===== config.mk =====
export PLATFORM = sky130hd
export DESIGN_NAME = instr_loader
export DESIGN_NICKNAME = d
export VERILOG_FILES = /design/src/rtl/instr_loader.sv
export SDC_FILE = /design/constraint.sdc
export NUM_CORES = 1
export LEC_CHECK = 0
export BUFFER_PORTS_ARGS = -buffer_cell sky130_fd_sc_hd__buf_2
export CAP_MARGIN = 20
export CORE_ASPECT_RATIO = 0.75
export CORE_UTILIZATION = 52
export CTS_CLUSTER_DIAMETER = 40
export DETAILED_ROUTE_END_ITERATION = 8
export HOLD_SLACK_MARGIN = 0.1
export PLACE_DENSITY = 0.74
export SETUP_SLACK_MARGIN = 0.1
export SLEW_MARGIN = 20
export SYNTH_ARGS = -nofsm -noshare
export SYNTH_HDL_FRONTEND = slang
export SYNTH_SLANG_ARGS = --single-unit

===== constraint.sdc =====
create_clock -name clk -period 1.8 [get_ports clk]
set_clock_uncertainty 0.05 [all_clocks]
set_input_delay 0.09 -clock clk [delete_from_list [all_inputs] [get_ports clk]]
set_output_delay 0.09 -clock clk [all_outputs]
set_load 0.02 [all_outputs]

===== src/rtl/instr_loader.sv =====
// Instruction loader front end: synchronises and debounces three raw pins,
// assembles an INSTR_W-bit instruction MSB-first from shift strobes and
// issues a one-cycle btn_edge pulse on each debounced go press.

// Debounce one synchronised pin. The output flips only after the input
// has differed from it for CYCLES consecutive cycles.
module instr_loader_debounce #(
  parameter int CYCLES = 4
) (
  input  logic clk,
  input  logic rstn,
  input  logic sync,
  output logic deb
);
  localparam int CW = (CYCLES > 1) ? $clog2(CYCLES) : 1;

  logic [CW-1:0] cnt;

  // Count consecutive disagreeing cycles; flip deb on the last one.
  // NOTE: sequential state uses non-blocking (<=) so every flop samples pre-edge values.
  always_ff @(posedge clk or negedge rstn) begin
    if (!rstn) begin
      cnt <= '0;
      deb <= 1'b0;
    end else if (sync != deb) begin
      if (cnt == CW'(CYCLES - 1)) begin
        deb <= sync;
        cnt <= '0;
      end else begin
        cnt <= cnt + CW'(1);
      end
    end else begin
      cnt <= '0;
    end
  end
endmodule

module instr_loader #(
  parameter int DEBOUNCE_CYCLES = 4,
  parameter int INSTR_W         = 16
) (
  input  logic               clk,
  input  logic               rstn,
  input  logic               ser_bit_raw,
  input  logic               shift_btn_raw,
  input  logic               go_btn_raw,
  input  logic               busy,
  output logic [3:0]         opcode,
  output logic [INSTR_W-5:0] instr,
  output logic               inst_done,
  output logic               btn_edge,
  output logic [4:0]         bit_count
);
  typedef enum logic [1:0] {
    S_EMPTY,
    S_LOADING,
    S_READY
  } state_t;

  localparam logic [4:0] LAST_BIT = 5'(INSTR_W - 1);

  state_t             state, state_n;
  logic [2:0]         sync_s1, sync_s2;
  logic               ser_sync, shift_sync, go_sync;
  logic               deb_shift, deb_go, deb_shift_q, deb_go_q;
  logic               shift_rise, go_rise, shift_ok;
  logic               load_first, load_next;
  logic [INSTR_W-1:0] shift_reg;

  // Two-flop synchronisers for {ser, shift, go}.
  always_ff @(posedge clk or negedge rstn) begin
    if (!rstn) begin
      sync_s1 <= '0;
      sync_s2 <= '0;
    end else begin
      sync_s1 <= {ser_bit_raw, shift_btn_raw, go_btn_raw};
      sync_s2 <= sync_s1;
    end
  end

  assign {ser_sync, shift_sync, go_sync} = sync_s2;

  instr_loader_debounce #(.CYCLES(DEBOUNCE_CYCLES)) u_deb_shift (
    .clk  (clk),
    .rstn (rstn),
    .sync (shift_sync),
    .deb  (deb_shift)
  );

  instr_loader_debounce #(.CYCLES(DEBOUNCE_CYCLES)) u_deb_go (
    .clk  (clk),
    .rstn (rstn),
    .sync (go_sync),
    .deb  (deb_go)
  );

  // Delayed debounced values for rising-edge detection, plus the go pulse,
  // which is withheld while the downstream FSM is busy.
  always_ff @(posedge clk or negedge rstn) begin
    if (!rstn) begin
      deb_shift_q <= 1'b0;
      deb_go_q    <= 1'b0;
      btn_edge    <= 1'b0;
    end else begin
      deb_shift_q <= deb_shift;
      deb_go_q    <= deb_go;
      btn_edge    <= go_rise & ~busy;
    end
  end

  assign shift_rise = deb_shift & ~deb_shift_q;
  assign go_rise    = deb_go & ~deb_go_q;
  assign shift_ok   = shift_rise & ~busy;

  // Loader state register.
  always_ff @(posedge clk or negedge rstn) begin
    if (!rstn) state <= S_EMPTY;
    else       state <= state_n;
  end

  // Next state: each accepted shift advances; the INSTR_W-th bit lands in READY.
  always_comb begin
    // NOTE: default assignment first so no path through the case infers a latch.
    state_n = state;
    unique case (state)
      S_EMPTY:   if (shift_ok) state_n = S_LOADING;
      S_LOADING: if (shift_ok && bit_count == LAST_BIT) state_n = S_READY;
      S_READY:   if (shift_ok) state_n = S_LOADING;
      default:   state_n = S_EMPTY;
    endcase
  end

  // Outputs decoded from state: valid flag and datapath load strobes.
  always_comb begin
    inst_done  = (state == S_READY);
    load_first = shift_ok && (state != S_LOADING);
    load_next  = shift_ok && (state == S_LOADING);
  end

  // Shift register and bit counter; a shift out of EMPTY/READY starts fresh.
  always_ff @(posedge clk or negedge rstn) begin
    if (!rstn) begin
      shift_reg <= '0;
      bit_count <= '0;
    end else if (load_first) begin
      shift_reg <= {{(INSTR_W-1){1'b0}}, ser_sync};
      bit_count <= 5'd1;
    end else if (load_next) begin
      shift_reg <= {shift_reg[INSTR_W-2:0], ser_sync};
      bit_count <= bit_count + 5'd1;
    end
  end

  assign opcode = shift_reg[3:0];
  assign instr  = shift_reg[INSTR_W-1:4];
endmodule


# Word level (Yosys, flattened, before mapping)
# Index checks and enable logic that the tools add are counted.
# W data, S select, Z words.
# word_totals
latchBits,0
memories,0
ff_bits,38
rom_bits,0
elab_cells,52
input_bits,6
ram_bits,0
out_inout_bits,23
# classes
muxes,11
n_div,0
order_cmp,0
n_reduce_logical,9
n_mul,0
eq_ne,10
n_bitwise,7
n_addsub,3
n_shift,0
# ops
cell,n
$mux W16,2
$mux W2,6
$mux W5,2
$eq A2 B2 Y1 const B,3
$reduce_and A2 Y1,3
$add A5 B1 Y5 const B,1
$eq A5 B4 Y1 const B,1
$add A2 B1 Y2 const B,2
$and A1 B1 Y1,4
$ne A2 B1 Y1 const B,2
$pmux W2 S2,1
$logic_and A1 B1 Y1,3
$not A1 Y1,3
$eq A2 B1 Y1 const B,1
$logic_not A2 Y1,1
$ne A1 B1 Y1,2
$ne A2 B2 Y1 const B,1
$reduce_bool A2 Y1,1
$reduce_or A2 Y1,1

# Depth between registers and ports, before layout
# logic_depth
word_depth,6
depth_mapped,5
depth_no_buf,5

# Cells and area by module
# A second synthesis with hierarchy kept.
# hier_totals
cells_unflattened,98
hier_area_um2,1391.3
# by_module_without_submodules
mod,area_each_um2,instances,cells_each,seq_area_each_um2
instr_loader,1143.6,1,82,800.8
instr_loader_debounce,123.9,2,8,75.1

# Least setup slack after synthesis
# OpenSTA, ideal clock, no wires.
# synth_timing
path_kind,register to register
from,register u_deb_shift.deb
to,register bit_count[3]
t_arrival_ns,1.418
path_stages_with_launch,5
setup_time_ns,0.069
path_buffers,1
path_slack_ns,0.263
required_time_ns,1.681
synth_period_minus_slack_ns,1.537
cell_sequence,dfrtp_1 > or3b_1 > buf_2 > or4_1 > nand3_1
# synth_between
elab_chain_len,4
word_cells_on_any_way,6
cone_classes,1 x mux; 2 x bitwise; 3 x reduce/logical
# synth_lines
element,line_no,text
start: declaration,13,output logic deb
start signal: assignment,27,deb <= sync;
$and A1 B1 Y1 *,111,assign shift_rise = deb_shift & ~deb_shift_q;
$and A1 B1 Y1 *,113,assign shift_ok = shift_rise & ~busy;
"$logic_and A1 B1 Y1, on equally long branches","136, 137",
$mux W5 or $reduce_bool A2 Y1 (tied branches),n/a,
end signal: assignment,150,bit_count <= bit_count + 5'd1;
end: declaration,52,output logic [4:0] bit_count
# Mark *: on every way between the ends. The rest lies on a longest branch, timed or not.
# A chain may end at the register's enable or synchronous reset.

# Worst setup path in the final report
# Same ends and word-level chain as after synthesis.

==> flow_summary_export.csv <==
group,metric,value,unit
cts,cts_setup_buffers,0,
route,drtPass1Iterations,4,
setup_path,crit_fanout,5,
global_routing,antenna_found_initial,0,
setup_path,worstSetupStartpointType,"flip-flop",
synthesis,ys_ff_latch,38,
finish,insertedDiodeCount,0,
cts,numClockSinks,38,
synthesis,yosys_warnings,0,
global_routing,grt.total_usage,20.67,%
global_routing,busiest_layer,"met2",
route,num_vias,903,
synthesis,ys_seq_area_share,68.65,%
setup_path,ff2ff_path_depth,3,
synthesis,syn-num-nets,108,
setup_path,cp-end-kind,"flip-flop",
sta,drv_slew,0,
synthesis,synthDominantCellAreaShare,68.65,%
run,drv_cap,0,
finish,final_layout_size_suffix_gt1_share,30.15,%
cts,htreeDepth,2,
global_routing,grt_start_max_net_pins,39,
sta,slew_headroom,46.38,%
global_routing,overflow,0,
floorplanning,die_h,46.70,um
finish,final_common_cell,"dfrtp_1",
cts,cts_root_buffer,"clkbuf_4",
pwr,p_per_area,1469,mW/mm2
finish,nets,146,
sta,final_hold_viol_count,0,
min_path,worstHoldPathType,"flip-flop to flip-flop",
pwr,p_leak,0.8714,nW
setup_path,r2r_start,"u_deb_shift.deb$_DFFE_PN0P_",
setup_path,arrival,1.83,ns
route,wl_per_cell,14.78,um
finish,syn_to_final_growth,22.67,%
finish,post-route-util,70.73,%
floorplanning,start_util,57.66,%
sta,setup_viol_count_final,0,
route,totalWireLength,2513,um
cts,cts_buffers,5,
setup_path,reg2reg_slack,0.19,ns
global_routing,met3_usage,6.742,%
placement,dp_hpwl,1679,um
setup_path,endpoint,"bit_count[3]$_DFFE_PN0P_",
floorplanning,core_area,0.002402,mm2
finish,largest_reg_flops,16,
pwr,peakVddDrop,808.8,uV
global_routing,grt_pass1_vias,834,
global_routing,use_met2,33.33,%
setup_path,cp-startpoint,"u_deb_shift.deb$_DFFE_PN0P_",
cts,clockBufferDepth,2,
cts,cts_tree,"built",
floorplanning,die-area,0.002876,mm2
synthesis,synth.cell_area,0.001385,mm2
sta,fin_crit,1.606,ns
synthesis,syn-instance-count,98,
synthesis,avgSynthCellArea,14.13,um2
sta,rsz0062_at_grt,"no",
sta,fin_setup_tns,0,ns
sta,fmax,622.5,MHz
placement,io_buffer_count,28,
setup_path,reg2reg_to,"bit_count[3]$_DFFE_PN0P_",
global_routing,grt_pass1_wl,3905,um
synthesis,yosysUniqueCellTypes,25,
cts,clk_pin_slew_worst_paths,0.10,ns
run_status,outcome,"completed",
synthesis,synth_area_leaders,"dfrtp_1 69%, a22o_1 11%, ha_1 3.6%, nand2_1 1.9%, nor2b_1 1.8%",
route,route.detailed.drc,0,
cts,clock_latency,0.33,ns
sta,period_share,89.24,%
sta,worstMarginPinSlew,0.8044,ns
route,via_per_inst,5.312,
setup_path,cp.required,2.03,ns
floorplanning,num_rows,15,
route,drtAntennaViolNets,0,
floorplanning,die_width,61.60,um
route,drt_iter0_drc,17,
finish,final_cell_mix,"38 x dfrtp_1, 28 x buf_2, 17 x a22o_1",
floorplanning,io_pins,29,
setup_path,path_class,"flip-flop to flip-flop",
synthesis,synth_top_area_cell,"dfrtp_1",
placement,place.gp.congestion,0.7861,
global_routing,grtUsageMet1,24.81,%
power by group:
part | switching (mW) | internal (mW) | total (mW)
combinational | 0.404 | 0.302 | 0.706
clock | 0.256 | 0.323 | 0.579
sequential | 0.159 | 1.05 | 1.21
total | 0.818 | 1.68 | 2.50
worst max-delay path, cell delays in order (launching register included):
cell	delay (ns)
dfrtp_1	0.43
or3b_4	0.44
or4_1	0.52
nand3_1	0.10
worst min-delay path by stage:
| stage | startpoint | to | slack (ns) | depth (start not counted) |
|---|---|---|---|---|
| 6_report | sync_s1[1]$_DFF_PN0_ | sync_s2[1]$_DFF_PN0_ | 0.31 | 0 |
| 5_1_grt | sync_s1[2]$_DFF_PN0_ | sync_s2[2]$_DFF_PN0_ | 0.32 | 0 |
| 4_1_cts | sync_s1[2]$_DFF_PN0_ | sync_s2[2]$_DFF_PN0_ | 0.31 | 0 |
| 3_5_place_dp | ser_bit_raw | sync_s1[2]$_DFF_PN0_ | 0.15 | 1 |
| 3_3_place_gp | ser_bit_raw | sync_s1[2]$_DFF_PN0_ | 0.15 | 1 |
| 2_1_floorplan | rstn | bit_count[0]$_DFFE_PN0P_ | -0.26 | 0 |
through the flow:
| stage | hold WS [ns] | instance area, um2 | cells | setup WS [ns] | total power [mW] |
|---|---|---|---|---|---|
| floorplan | -0.2556 | 1385 | 98 | 0.2629 | 1.679 |
| global placement | 0.1479 | 1565 | 158 | 0.2475 | 1.874 |
| detailed placement | 0.1497 | 1565 | 158 | 0.1946 | 1.923 |
| CTS | 0.3115 | 1697 | 170 | 0.1607 | 2.524 |
| global route | 0.3152 | 1699 | 170 | 0.1497 | 2.645 |
| finish | 0.3087 | 1699 | 170 | 0.1936 | 2.496 |
cells in the mapped netlist:
master and instances:
nor2b_1 4, a22o_1 17, ha_1 4, xor2_1 1
o21ai_0 2, nor2_1 1, mux2_2 2, and2_1 1
a21oi_1 1, o2bb2ai_1 1, nor3_1 1, buf_2 2
xnor2_1 1, inv_1 1, and3_1 1, or4_1 1
o22ai_1 1, nor3b_1 3, nand2b_1 1, or3b_1 1
nor2_4 1, nand2_1 7, dfrtp_1 38, nand3_1 3
clkbuf_1 2
cell type report:
| class | instances | area, um2 |
|---|---|---|
| sequential | 38 | 950.9 |
| fill | 185 | 703.2 |
| multi-input combinational | 55 | 415.4 |
| timing repair buffer | 35 | 205.2 |
| clock buffer | 6 | 51.30 |
| tap | 34 | 42.54 |
| clock inverter | 1 | 30.03 |
| inverter | 1 | 3.754 |
what timing repair did:
item                       4_1_cts  5_1_grt
setup endpoints to repair        0       14
gates resized for setup          0        1
hold buffers                     5        0
hold endpoints to repair        44        0
per-layer routing:
metal	vias up	routed length [um]
met2	27	1252
met5	-	0
li1	425	-
met4	0	35
met1	445	1113
met3	6	112
cells by family after synthesis:
family	Yosys count	synth area share, %
buffers and inverters	5	1.536
and+or+nand+nor	25	10.39
xor gates and xnor gates	2	1.265
adders and majority gates	4	3.614
muxes	2	1.626
DFF	38	68.65
AOI/OAI and AO/OA	22	12.92
Note: power is estimated with default switching activity, not from simulation.
